==> config.mk <==
export PLATFORM = sky130hd
export DESIGN_NAME = uart_rx_os
export DESIGN_NICKNAME = d
export VERILOG_FILES = /design/src/rtl/uart_rx_os.sv
export SDC_FILE = /design/constraint.sdc
export NUM_CORES = 1
export LEC_CHECK = 0
export BUFFER_PORTS_ARGS = -buffer_cell sky130_fd_sc_hd__buf_2
export CORE_UTILIZATION = 46
export DETAILED_ROUTE_END_ITERATION = 7
export HOLD_SLACK_MARGIN = 0.06
export PLACE_DENSITY = 0.65
export SYNTH_ARGS = -nofsm -noshare
export SYNTH_HDL_FRONTEND = slang
export SYNTH_SLANG_ARGS = --single-unit
==> constraint.sdc <==
create_clock -name clk -period 3.8 [get_ports clk]
set_input_delay 0.19 -clock clk [delete_from_list [all_inputs] [get_ports clk]]
set_output_delay 0.19 -clock clk [all_outputs]
set_load 0.005 [all_outputs]
==> src/rtl/uart_rx_os.sv <==
// uart_rx_os: 8N1 oversampling UART receiver with valid/ready byte output (optional UART_RX_MAJORITY_EN 2-of-3 bit voting)
module uart_rx_os #(
  parameter int CLK_FREQ = 100_000_000,
  parameter int BAUD     = 9600,
  parameter int OVS      = 16
) (
  input  logic       clk,
  input  logic       rst,
  input  logic       rx,
  output logic [7:0] rx_data,
  output logic       rx_valid,
  input  logic       rx_ready,
  output logic       frame_err,
  output logic       overrun,
  output logic       busy
);
  localparam int DIV = CLK_FREQ / (BAUD * OVS);
  localparam int DW  = (DIV > 1) ? $clog2(DIV) : 1;
  localparam int TW  = $clog2(OVS);
`ifdef UART_RX_MAJORITY_EN
  localparam int MAJ = 1;
`else
  localparam int MAJ = 0;
`endif
  // decision ticks sit one tick later when voting so the mid+1 sample is available
  localparam logic [TW-1:0] C_MS = TW'(OVS / 2 - 1 + MAJ);
  localparam logic [TW-1:0] C_MD = TW'(OVS - 1 + MAJ);
  localparam logic [TW-1:0] C_TS = TW'(MAJ);
  localparam logic [DW-1:0] C_DL = DW'(DIV - 1);

  typedef enum logic [2:0] {S_IDLE, S_START, S_DATA, S_STOP, S_BREAK} state_t;

  state_t          r_state, w_next;
  logic            r_rx_meta, r_rxs;
  logic [DW-1:0]   r_div;
  logic [TW-1:0]   r_tcnt;
  logic [2:0]      r_bcnt;
  logic [7:0]      r_shreg;
  logic            w_tick, w_bit, w_ms, w_md;
  logic            w_clr, w_tset, w_shift, w_deliver, w_ferr;

  assign w_tick = r_div == C_DL;
  assign w_ms   = w_tick && r_tcnt == C_MS;
  assign w_md   = w_tick && r_tcnt == C_MD;
  assign busy   = r_state != S_IDLE;

`ifdef UART_RX_MAJORITY_EN
  logic [1:0] r_smp;
  // keep the two previous tick samples for the 2-of-3 vote
  always_ff @(posedge clk or negedge rst) begin
    if (!rst) r_smp <= 2'b11;
    else if (w_tick) r_smp <= {r_smp[0], r_rxs};
  end
  assign w_bit = (r_smp[1] & r_smp[0]) | (r_smp[1] & r_rxs) | (r_smp[0] & r_rxs);
`else
  assign w_bit = r_rxs;
`endif

  // state register
  always_ff @(posedge clk or negedge rst) begin
    if (!rst) r_state <= S_IDLE;
    else r_state <= w_next;
  end

  // next state and per-cycle control strobes
  always_comb begin
    w_next    = r_state;
    w_clr     = 1'b0;
    w_tset    = 1'b0;
    w_shift   = 1'b0;
    w_deliver = 1'b0;
    w_ferr    = 1'b0;
    case (r_state)
      S_IDLE: begin
        w_clr  = !r_rxs;
        w_next = r_rxs ? S_IDLE : S_START;
      end
      S_START: if (w_ms) begin
        w_tset = !w_bit;
        w_next = w_bit ? S_IDLE : S_DATA;
      end
      S_DATA: if (w_md) begin
        w_shift = 1'b1;
        w_next  = (r_bcnt == 3'd7) ? S_STOP : S_DATA;
      end
      S_STOP: if (w_md) begin
        w_deliver = w_bit;
        w_ferr    = !w_bit;
        w_next    = w_bit ? S_IDLE : S_BREAK;
      end
      S_BREAK: w_next = r_rxs ? S_IDLE : S_BREAK;
      default: w_next = S_IDLE;
    endcase
  end

  // synchronizer, tick divider, tick/bit counters and shift register
  always_ff @(posedge clk or negedge rst) begin
    if (!rst) begin
      r_rx_meta <= 1'b1;
      r_rxs     <= 1'b1;
      r_div     <= '0;
      r_tcnt    <= '0;
      r_bcnt    <= '0;
      r_shreg   <= '0;
    end else begin
      r_rx_meta <= rx;
      r_rxs     <= r_rx_meta;
      r_div     <= (w_clr || w_tick) ? '0 : r_div + 1'b1;
      r_tcnt    <= w_clr ? '0 : w_tset ? C_TS : w_tick ? r_tcnt + 1'b1 : r_tcnt;
      r_bcnt    <= w_tset ? 3'd0 : w_shift ? r_bcnt + 3'd1 : r_bcnt;
      r_shreg   <= w_shift ? {w_bit, r_shreg[7:1]} : r_shreg;
    end
  end

  // output handshake: a new byte loads unless the old one is still unaccepted
  always_ff @(posedge clk or negedge rst) begin
    if (!rst) begin
      rx_data   <= 8'h00;
      rx_valid  <= 1'b0;
      frame_err <= 1'b0;
      overrun   <= 1'b0;
    end else begin
      if (w_deliver && (!rx_valid || rx_ready)) begin
        rx_data  <= r_shreg;
        rx_valid <= 1'b1;
      end else if (rx_ready) begin
        rx_valid <= 1'b0;
      end
      frame_err <= w_ferr;
      overrun   <= w_deliver && rx_valid && !rx_ready;
    end
  end
endmodule
==> metrics, run 1 <==
outcome=completed; Post-DP HPWL=2260 um; GRT Resource Usage Total=0.168; GRT overflow=0; post-synth top area share=0.525; GPL Wtd Cong=0.824; Arrival @ worst endpoint=2.86 ns; worst min-delay path class=in2reg; worst-skew pair later-pin latency=0.29 ns; power per cell area=377 mW/mm^2; CTS tree=yes; Iter 0 DRT Violations=roughly 120; die width=65.6 um; Setup crit start kind=flip-flop; Seq cells post-synth=41; internal power of the cells=0.000637 W; Worst Tran Pin Value=0.878 ns; Area Overhead vs Synth=12.7%; Max-cap violations=0; Critical Path RT=3.97 ns; Max VDD drop=0.187 mV; DRC errors left=0; clock power share=0.426; DIE HEIGHT=65.6 um; fillers=315; Core Util, Final=0.555; Worst Reg-to-Reg Cells=4; hold path cells=3; total wire length=roughly 3200 um; IO Port Bufs=15; final hold vios=0; Reg power frac=0.558; Worst Path Max Fanout=8; Initial Utilization=0.493; Yosys cell types=38; Final Setup Violations=0; first-pass GRT wire length=5230 um; cell area after synthesis=0.00186 sq mm; antenna diode count=0; Cell Rows=22; Setup Fix Bufs, Post-CTS=0; post-synthesis area per instance=11.7 sq um; Setup TNS=0 ns; largest net degree at the start of global routing=42; Crit Path Class=reg2reg; critical path cell sequence=or4b_4, or4_1, nor3_2, mux2_2; switching part of the total=0.193; die area=0.00430 sq mm; fmax=371 MHz; Syn Nets=168; final-stage net count=187; Worst slew margin=0.415; P_leak=1.01 nW; H-tree level count=2; DRT Pass-1 Iters=4; Worst Clk Skew=0.00879 ns; r2r setup slk=1.10 ns; boundary pin count=16; largest stage delay on the critical path=0.59 ns; Hold Path End=overrun; post-cts repair resize count=0; Vias=1199; Core Area=approximately 0.0038 sq mm; max-slew violation count=0; cell taking the most area after synthesis=dfrtp_1; antenna violations before repair=0; Clock transition at path regs=about 0.080 ns; maximum root-to-sink buffer count=2; worst flop-to-flop path endpoint=rx_data[5]; Setup crit end kind=flip-flop; Overall Power=between 0.0007 and 0.0008 W; net switching power=0.000152 W; clk sink count=41; Routed WL per cell=14.1 um; RSZ-0062 raised after global routing=false; vias in the first global route=1172; hold_sp=rx_ready; DRT antenna net count=0; sequential-to-total area share from yosys stat=0.554; Synth Warn #=0; CP max stage cell=nor3_2; Comb pwr share=0.016; CTS buffer count=5; Via density=5.28; worst reg2reg path startpoint=r_div[4]; min cycle time layout=2.70 ns; cts hold-fix bufs=2; Final period util=0.709; Area contributors post-synth=dfrtp_1 (53%), mux2_2 (6.1%), mux2_4 (5.7%); layout cell share with drive strength beyond 1=0.257; synthesized instance count=159; Root Buffer=clkbuf_8
[cell families (layout without fill, tap and decap cells)]
kind of cell	after synthesis	after routing	share of synthesized area
AOI/OAI and AO/OA	13	13	0.0492
xor gates and xnor gates	9	9	0.0424
adders and majority gates	5	5	0.0337
buffers and inverters	9	29	0.0229
DFF	41	41	0.554
muxes	18	18	0.123
and+or+nand+nor	64	64	0.176
[sequential cells by signal, summed over array words and instances, names as in the netlist]
register   cells
frame_err      1
r_rxs          1
rx_valid       1
r_rx_meta      1
overrun        1
rx_data        8
r_tcnt         4
r_state        3
r_div         10
r_shreg        8
r_bcnt         3
[how the worst max path moves through the flow]
stage	startpoint	endpoint	slack [ns]
after floorplan	r_div[4]	r_shreg[1]	1.28
after global placement	r_div[4]	rx_data[5]	1.19
after detailed placement	r_div[4]	rx_data[6]	1.11
after CTS	r_div[4]	rx_data[6]	1.10
after global routing	r_div[4]	rx_data[5]	0.95
final	r_div[4]	rx_data[5]	1.10
[stage by stage]
stage / hold slack [ns] / setup WS (ns) / std cells / cell area [sq um]
2_1_floorplan: -0.106 / 1.28 / 159 / 1860
3_3_place_gp: 0.296 / 1.19 / 217 / 1970
3_5_place_dp: 0.304 / 1.11 / 217 / 1970
4_1_cts: 0.185 / 1.10 / 227 / 2090
5_1_grt: 0.192 / 0.955 / 227 / 2090
6_report: 0.192 / 1.10 / 227 / 2090
[placed cells by master, fill, tap and decap left out, drive strengths merged, types with 3 or more instances in the layout]
master	n
a21oi	4
buf	15
clkbuf	6
dfrtp	39
ha	5
inv	4
mux2	17
nand2	14
nand2b	3
nand3	6
nor2	21
nor3	4
nor4	3
o2bb2ai	3
xnor2	7
[routing by layer]
metal | up-vias | GRT usage | share of wire | wire length (um)
li1 | 584 | - | - | -
met1 | 587 | 0.213 | 0.47 | 1510
met2 | 24 | 0.265 | 0.48 | 1550
met3 | 4 | 0.0469 | 0.031 | 99
met4 | 0 | 0.0815 | 0.012 | 40
met5 | - | 0 | 0 | 0
[cells in the mapped netlist, drive strengths merged]
cell type  count
and2           1
a221oi         1
ha             5
o21ai          1
nor2          21
o31ai          1
dfrtp         39
nand2         14
nand3          6
o2bb2ai        3
dfstp          2
a22o           1
nor3b          1
inv            4
o21a           1
xor2           2
or3            2
mux2i          1
nor3           4
nand3b         2
clkbuf         3
xnor2          7
or2            2
mux2          17
or4            2
o211ai         1
or4b           2
nand2b         3
buf            2
nor4           3
a21oi          4
nand4          1
[power groups by stage]
stage / Clock (W) / Sequential (W) / Combinational [W]
3_5_place_dp: 0 / 0.000448 / 0.0000123
6_report: 0.000336 / 0.000440 / 0.0000129
2_1_floorplan: 0 / 0.000447 / 0.00000310
5_1_grt: 0.000364 / 0.000440 / 0.0000154
3_3_place_gp: 0 / 0.000448 / 0.0000117
4_1_cts: 0.000345 / 0.000440 / 0.0000138
[final cells by class]
| cell class | count | area [sq um] | share of cell area |
|---|---|---|---|
| Clock inverter | 2 | 35.0 | 0.0167 |
| Multi-Input combinational cell | 109 | 787 | 0.376 |
| Tap cell | 48 | 60.1 | 0.0287 |
| Sequential cell | 41 | 1030 | 0.491 |
| Clock buffer | 6 | 72.6 | 0.0347 |
| Timing Repair Buffer | 17 | 95.1 | 0.0454 |
| Inverter | 4 | 15.0 | 0.00717 |
[critical path: cells and delay by family (launching register included)]
| kind | cells | cell delay (ns) |
|---|---|---|
| simple gates | 3 | 1.74 |
| flops | 1 | 0.43 |
| mux | 1 | 0.41 |
(Power assumes the default switching activity.)
==> inputs of run 2 (changes only) <==
- ABC_AREA: not set -> 1
- PLACE_DENSITY: 0.65 -> 0.67
- clock period: 3.8 -> 2.2 ns (I/O delays scaled with it)
==> run 2 against run 1 <==
Against the previous run: register-to-register slack worse by 0.72 ns; cell count rose by 30%; largest power group unchanged; sequential cell count is the same; maximum frequency increased by 48%; setup slack worse by 0.72 ns; first-iteration DRC count decreased by 10%; sequential power is 72% higher; largest cell class unchanged; critical path type unchanged; highest routed layer unchanged; via count rose by 17%.
==> metrics, run 2 <==
outcome=completed (unchanged); GR Layer Usage met1=0.218 (was 0.213); max-slew violation count=0 (unchanged); main combinational cell family by area after synthesis=simple AND/OR/NAND/NOR gates (unchanged); GR peak layer=met2 (unchanged); Seq cells post-synth=41 (unchanged); Max-cap violations=0 (unchanged); min cycle time layout=1.82 ns (was 2.70 ns); layout cell share with drive strength beyond 1=0.171 (was 0.257); Area Overhead vs Synth=14.6% (was 12.7%); Worst Path Max Fanout=13 (was 8); final-stage net count=254 (was 187); largest net degree at the start of global routing=42 (unchanged); fmax=549 MHz (was 371 MHz); cts hold-fix bufs=2 (unchanged); leading cell type in the layout, fill and taps excluded=nand2_1 (was dfrtp_1); Most used DFF post-synth=dfrtp_1 (unchanged); Iter 0 DRT Violations=105 (was 117); power per cell area=672 mW/mm^2 (was 377 mW/mm^2); Setup Fix Bufs, Post-CTS=0 (unchanged); die width=66.9 um (was 65.6 um); most frequent cells after synthesis=nand2_1 (70), dfrtp_1 (39), nor2_1 (25), nand3_1 (19), inv_1 (18) (was dfrtp_1 (39), nor2_1 (21), nand2_1 (14), mux2_2 (10)); switching part of the total=0.187 (was 0.193); net switching power=0.000278 W (was 0.000152 W); total wire length=3150 um (was 3210 um); worst-skew pair later-pin latency=0.30 ns (was 0.29 ns); GRT Resource Usage Total=0.172 (was 0.168); adder-cell area share of the yosys netlist=0.0323 (was 0.0337); Worst Clk Skew=0.00445 ns (was 0.00879 ns); number of synthesized flops with an enable pin=0 (unchanged); first-pass GRT wire length=5440 um (was 5230 um); GR Layer Usage met3=0.0634 (was 0.0469); Via density=4.75 (was 5.28); P_leak=1.16 nW (was 1.01 nW); final hold vios=0 (unchanged); M2 GR Usage=0.261 (was 0.265); mux share of post-synthesis cell area=0 (was 0.123); antenna diode count=0 (unchanged); clock power share=0.477 (was 0.426); DRT antenna net count=0 (unchanged); CTS buffer count=5 (unchanged); Synth Warn #=0 (unchanged); post-synth top area share=0.504 (was 0.525); Setup crit end kind=flip-flop (unchanged); Yosys cell types=24 (was 38); Clock transition at path regs=0.08 ns (about the same); Initial Utilization=0.480 (was 0.493); post-synthesis area per instance=8.68 sq um (was 11.7 sq um); biggest regs=r_div: 10 flops, r_shreg: 8 flops, rx_data: 8 flops (unchanged); Final Setup Violations=0 (unchanged); Setup crit start kind=flip-flop (unchanged); dpl cell area=0.00206 sq mm (was 0.00197 sq mm); Arrival @ worst endpoint=2.01 ns (was 2.86 ns); Overall Power=0.00149 W (was 0.000789 W); Root Buffer=clkbuf_8 (unchanged); Worst slew margin=0.420 (was 0.415); GPL Wtd Cong=0.869 (was 0.824); xor-xnor portion of the synthesized cell area=0.0226 (was 0.0424); Worst Reg-to-Reg Cells=9 (was 4); post-cts repair resize count=0 (unchanged); Routed WL per cell=10.6 um (was 14.1 um); sequential-to-total area share from yosys stat=0.531 (was 0.554); Max VDD drop=0.366 mV (was 0.187 mV); Critical Path RT=2.39 ns (was 3.97 ns); GRT overflow=0 (unchanged); fin worst setup slack=0.380 ns (was 1.10 ns); clk sink count=41 (unchanged); DIE HEIGHT=66.9 um (was 65.6 um); fin area=0.00222 sq mm (was 0.00209 sq mm); H-tree level count=2 (unchanged); Final period util=0.827 (was 0.709); internal power of the cells=0.00121 W (was 0.000637 W); Core Area=0.00403 sq mm (was 0.00377 sq mm); post-synthesis compound-gate area fraction=0.0375 (was 0.0492); IO Port Bufs=15 (unchanged); synthesized instance count=223 (was 159); Post-synth ARST share=1.00 (unchanged); boundary pin count=16 (unchanged); Largest Register=r_div (unchanged); vias in the first global route=1262 (was 1172); cell area after synthesis=0.00194 sq mm (was 0.00186 sq mm); cell taking the most area after synthesis=dfrtp_1 (unchanged); hold path cells=4 (was 3); RSZ-0062 raised after global routing=false (unchanged); Syn Nets=232 (was 168); worst min-delay path class=in2reg (unchanged); max FFs per register=10 (unchanged); DRT Pass-1 Iters=4 (unchanged); Vias=1406 (was 1199); CTS tree=yes (unchanged); count leader, synth=nand2_1 (was dfrtp_1); Reg power frac=0.508 (was 0.558); DRC errors left=0 (unchanged); Setup TNS=0 ns (unchanged); Crit Path Class=reg2reg (unchanged); maximum root-to-sink buffer count=2 (unchanged); Area contributors post-synth=dfrtp_1 (50%), nand2_1 (14%), nand3_1 (4.9%) (was dfrtp_1 (53%), mux2_2 (6.1%), mux2_4 (5.7%)); simple-gate share of the synthesized area=0.329 (was 0.176); worst slack, placed=0.370 ns (was 1.11 ns); die area=0.00447 sq mm (was 0.00430 sq mm); antenna violations before repair=0 (unchanged); commonest cells after routing, fill and taps aside=nand2_1 (70), dfrtp_1 (39), nor2_1 (25), nand3_1 (19), inv_1 (18) (was dfrtp_1 (39), nor2_1 (21), buf_2 (15), nand2_1 (14), mux2_2 (10)); Comb pwr share=0.014 (was 0.016); Worst Tran Pin Value=0.870 ns (was 0.878 ns); Cell Rows=23 (was 22); Post-DP HPWL=2310 um (was 2260 um)
==> run 2: cell types whose count changed after synthesis, sizes merged, moves of 4 or more <==
cell / before / now
xnor2: 7 / 0
nand3: 6 / 19
nand4: 1 / 5
nor2: 21 / 32
inv: 4 / 22
o21ai: 1 / 8
nand2: 14 / 73
mux2: 17 / 0
==> run 2: per-stage QoR <==
| stage | std cells | hold WS [ns] | utilization |
|---|---|---|---|
| CTS | 296 | 0.337 | 0.551 |
| floorplan | 223 | -0.186 | - |
| global route | 296 | 0.367 | 0.551 |
| finish | 296 | 0.335 | 0.551 |
| detailed placement | 286 | 0.216 | 0.512 |
| global placement | 286 | 0.216 | 0.512 |
==> run 2: final timing paths <==
kind	from	end	slack (ns)
max	r_div[0]	r_bcnt[2]	0.38
min	rx_ready	overrun	0.33
max reg2reg	r_div[0]	r_bcnt[2]	0.38
min reg2reg	r_rx_meta	r_rxs	0.36
max in group asynchronous	rst	r_tcnt[3]	1.19
min in group asynchronous	rst	r_tcnt[1]	0.46
==> run 2: cell families (layout without fill, tap and decap cells) <==
| logic type | Yosys count | count (layout) |
|---|---|---|
| xor+xnor | 5 | 5 |
| simple gates | 134 | 134 |
| compound gates | 14 | 14 |
| flops | 41 | 41 |
| buf+inv | 24 | 47 |
| fa+ha+maj | 5 | 5 |
==> run 2: layout make-up <==
cell class | count | area [sq um]
Fill cell | 393 | 1810
Sequential cell | 41 | 1030
Multi-Input combinational cell | 158 | 816
Clock inverter | 3 | 65.1
Tap cell | 50 | 62.6
Inverter | 22 | 82.6
Clock buffer | 5 | 68.8
Timing Repair Buffer | 17 | 95.1
==> run 2: power groups by stage <==
stage	sequential, W	clock, W	combinational (W)
finish	0.000757	0.000711	0.0000212
global placement	0.000772	0	0.0000200
floorplan	0.000772	0	0.00000241
detailed placement	0.000772	0	0.0000203
global route	0.000758	0.000760	0.0000256
CTS	0.000757	0.000727	0.0000228
==> run 2: worst max-delay path, cell delays in order, from the launching register on <==
cell     delay (ns)
dfrtp_1        0.43
inv_1          0.08
ha_1           0.15
inv_1          0.04
nor2_1         0.11
nand2_1        0.06
nor2_1         0.12
nand4_1        0.41
nand3_1        0.23
nand2_1        0.07
==> run 2: layer usage <==
metal  vias up  wire, um
met5         -         0
met4         0        61
met3         6       127
met2        19      1370
met1       634      1590
li1        747         -
==> inputs of run 3 (changes only) <==
- clock period: 2.2 -> 1.5 ns (I/O delays scaled with it)
==> run 3 against run 2 <==
Against the previous run: routed wire length up 14%; sequential power up 47%; critical endpoint is now rx_data[7]; design area up 11%; largest power group unchanged; clock skew up 0.0064 ns; maximum frequency up 23%.
==> metrics, run 3 (synthesized netlist as in run 2, its figures left out) <==
Setup crit end kind=flip-flop (unchanged); Final Setup Violations=0 (unchanged); Largest Register=r_div (unchanged); largest net degree at the start of global routing=42 (unchanged); boundary pin count=16 (unchanged); Critical Path RT=1.69 ns (was 2.39 ns); Worst Reg-to-Reg Cells=8 (was 9); DIE HEIGHT=66.9 um (unchanged); final hold vios=0 (unchanged); leading cell type in the layout, fill and taps excluded=nand2_1 (unchanged); DRC errors left=0 (unchanged); Worst Path Max Fanout=8 (was 13); H-tree level count=2 (unchanged); Crit. Startpoint=r_tcnt[0] (was r_div[0]); CP max stage cell=dfrtp_1 (unchanged); Clock transition at path regs=0.08 ns (about the same); Vias=1499 (was 1406); Crit Path Class=reg2reg (unchanged); Setup crit start kind=flip-flop (unchanged); power per cell area=895 mW/mm^2 (was 672 mW/mm^2); first-pass GRT wire length=5980 um (was 5440 um); CTS tree=yes (unchanged); Cell Rows=23 (unchanged); fin area=0.00245 sq mm (was 0.00222 sq mm); die width=66.9 um (unchanged); max-slew violation count=0 (unchanged); Worst Clk Skew=0.0108 ns (was 0.00445 ns); GPL Wtd Cong=0.789 (was 0.869); Worst slew margin=0.730 (was 0.420); fillers=371 (was 393); outcome=completed (unchanged); Max-cap violations=0 (unchanged); P_leak=1.26 nW (was 1.16 nW); vias in the first global route=1404 (was 1262); Arrival @ worst endpoint=1.67 ns (was 2.01 ns); die area=0.00447 sq mm (unchanged); fmax=675 MHz (was 549 MHz); min cycle time layout=1.48 ns (was 1.82 ns); critical path cell sequence=ha_2, nand2_2, nor2_4, nand4_4, nor2_8, nand2_4, nand2_1, nand2_1 (was inv_1, ha_1, inv_1, nor2_1, nand2_1, nor2_1, nand4_1, nand3_1, nand2_1); Root Buffer=clkbuf_8 (unchanged); Area Overhead vs Synth=26.7% (was 14.6%); antenna violations before repair=0 (unchanged); worst setup path endpoint=rx_data[7] (was r_bcnt[2]); RSZ-0062 raised after global routing=true (was false); worst flop-to-flop path endpoint=rx_data[7] (was r_bcnt[2]); DRT antenna net count=0 (unchanged); Core Area=0.00403 sq mm (unchanged); maximum root-to-sink buffer count=2 (unchanged); CTS buffer count=5 (unchanged); Via density=4.77 (was 4.75); GRT overflow=0 (unchanged); Levels on crit path=8 (was 9); Top cell by count, worst path=nand2_1; Final period util=0.988 (was 0.827); clk sink count=41 (unchanged); GRT Resource Usage Total=0.182 (was 0.172); DRT Pass-1 Iters=4 (unchanged); total wire length=3590 um (was 3150 um); dpl cell area=0.00215 sq mm (was 0.00206 sq mm); fin worst setup slack=0.0177 ns (was 0.380 ns); biggest regs=r_div: 10 flops, r_shreg: 8 flops, rx_data: 8 flops (unchanged); worst min-delay path class=in2async (was in2reg); layout cell share with drive strength beyond 1=0.299 (was 0.171); Post-DP HPWL=2410 um (was 2310 um); largest stage delay on the critical path=0.36 ns (was 0.43 ns); Initial Utilization=0.480 (unchanged); Routed WL per cell=11.4 um (was 10.6 um); final-stage net count=272 (was 254); Worst Path Buf+Inv=0 (was 2); antenna diode count=0 (unchanged); worst slack, placed=-0.0397 ns (was 0.370 ns); Max VDD drop=0.474 mV (was 0.366 mV); cell family with most CP delay=simple AND/OR/NAND/NOR gates (unchanged); max FFs per register=10 (unchanged); r2r setup slk=0.02 ns (was 0.38 ns); IO Port Bufs=15 (unchanged); commonest cells after routing, fill and taps aside=nand2_1 (60), dfrtp_1 (39), nor2_1 (22), inv_1 (17), nand3_1 (17) (was nand2_1 (70), dfrtp_1 (39), nor2_1 (25), nand3_1 (19), inv_1 (18)); Iter 0 DRT Violations=88 (was 105); worst-skew pair later-pin latency=0.30 ns (about the same); worst reg2reg path startpoint=r_tcnt[0] (was r_div[0]); Worst Tran Pin Value=0.404 ns (was 0.870 ns)
[run 3: area by class of cell]
type                    count  area (sq um)  area share
multi-input cells         158           883       0.360
flip-flops and latches     41          1030       0.419
clock buffers               5          68.8      0.0281
repair buffers             35           259       0.106
clock inverters             3          65.1      0.0265
inverters                  22          85.1      0.0347
well taps                  50          62.6      0.0255
[run 3: routing by layer]
| layer | track usage | wire, um | vias up |
|---|---|---|---|
| met5 | 0 | 0 | - |
| met2 | 0.287 | 1700 | 21 |
| li1 | - | - | 786 |
| met3 | 0.0411 | 110 | 7 |
| met1 | 0.242 | 1740 | 685 |
| met4 | 0.0691 | 43 | 0 |
[run 3: worst min path at each step]
stage	start	to	slack (ns)
final	rst	r_state[0]	0.28
after detailed placement	rst	r_tcnt[0]	0.06
after floorplan	rst	frame_err	-0.22
after global placement	rst	r_tcnt[0]	0.06
after CTS	rst	r_state[0]	0.29
after global routing	rst	r_state[0]	0.33
[run 3: tightest hold or removal path, cell delays in order]
cell and delay (ns):
dlygate4sd3_1 0.52, buf_2 0.12, buf_12 0.22
[run 3: power breakdown]
group / total, W / switching (W) / leakage (nW) / internal [W]
combinational: 0.0000406 / 0.0000261 / 0.643 / 0.0000145
sequential: 0.00111 / 0.00000165 / 0.551 / 0.00111
clock: 0.00104 / 0.000383 / 0.0681 / 0.000661
[run 3: per-stage QoR]
step,instances,total power [W],TNS (ns),hold WS [ns],utilization
6_report,314,0.00220,0,0.278,0.609
5_1_grt,314,0.00227,-1.83,0.334,0.609
4_1_cts,312,0.00221,-0.0584,0.286,0.592
3_5_place_dp,296,0.00117,-0.263,0.0642,0.534
3_3_place_gp,296,0.00117,-0.135,0.0626,0.534
2_1_floorplan,223,0.00114,0,-0.221,-
[run 3: what timing repair did]
| action | 4_1_cts | 5_1_grt |
|---|---|---|
| hold buffers | 2 | 0 |
| endpoints found under the setup margin | 10 | 37 |
| setup buffers | 6 | 2 |
| resized for setup | 6 | 22 |
| pin swaps | 5 | 10 |
| endpoints found under the hold margin | 42 | 0 |
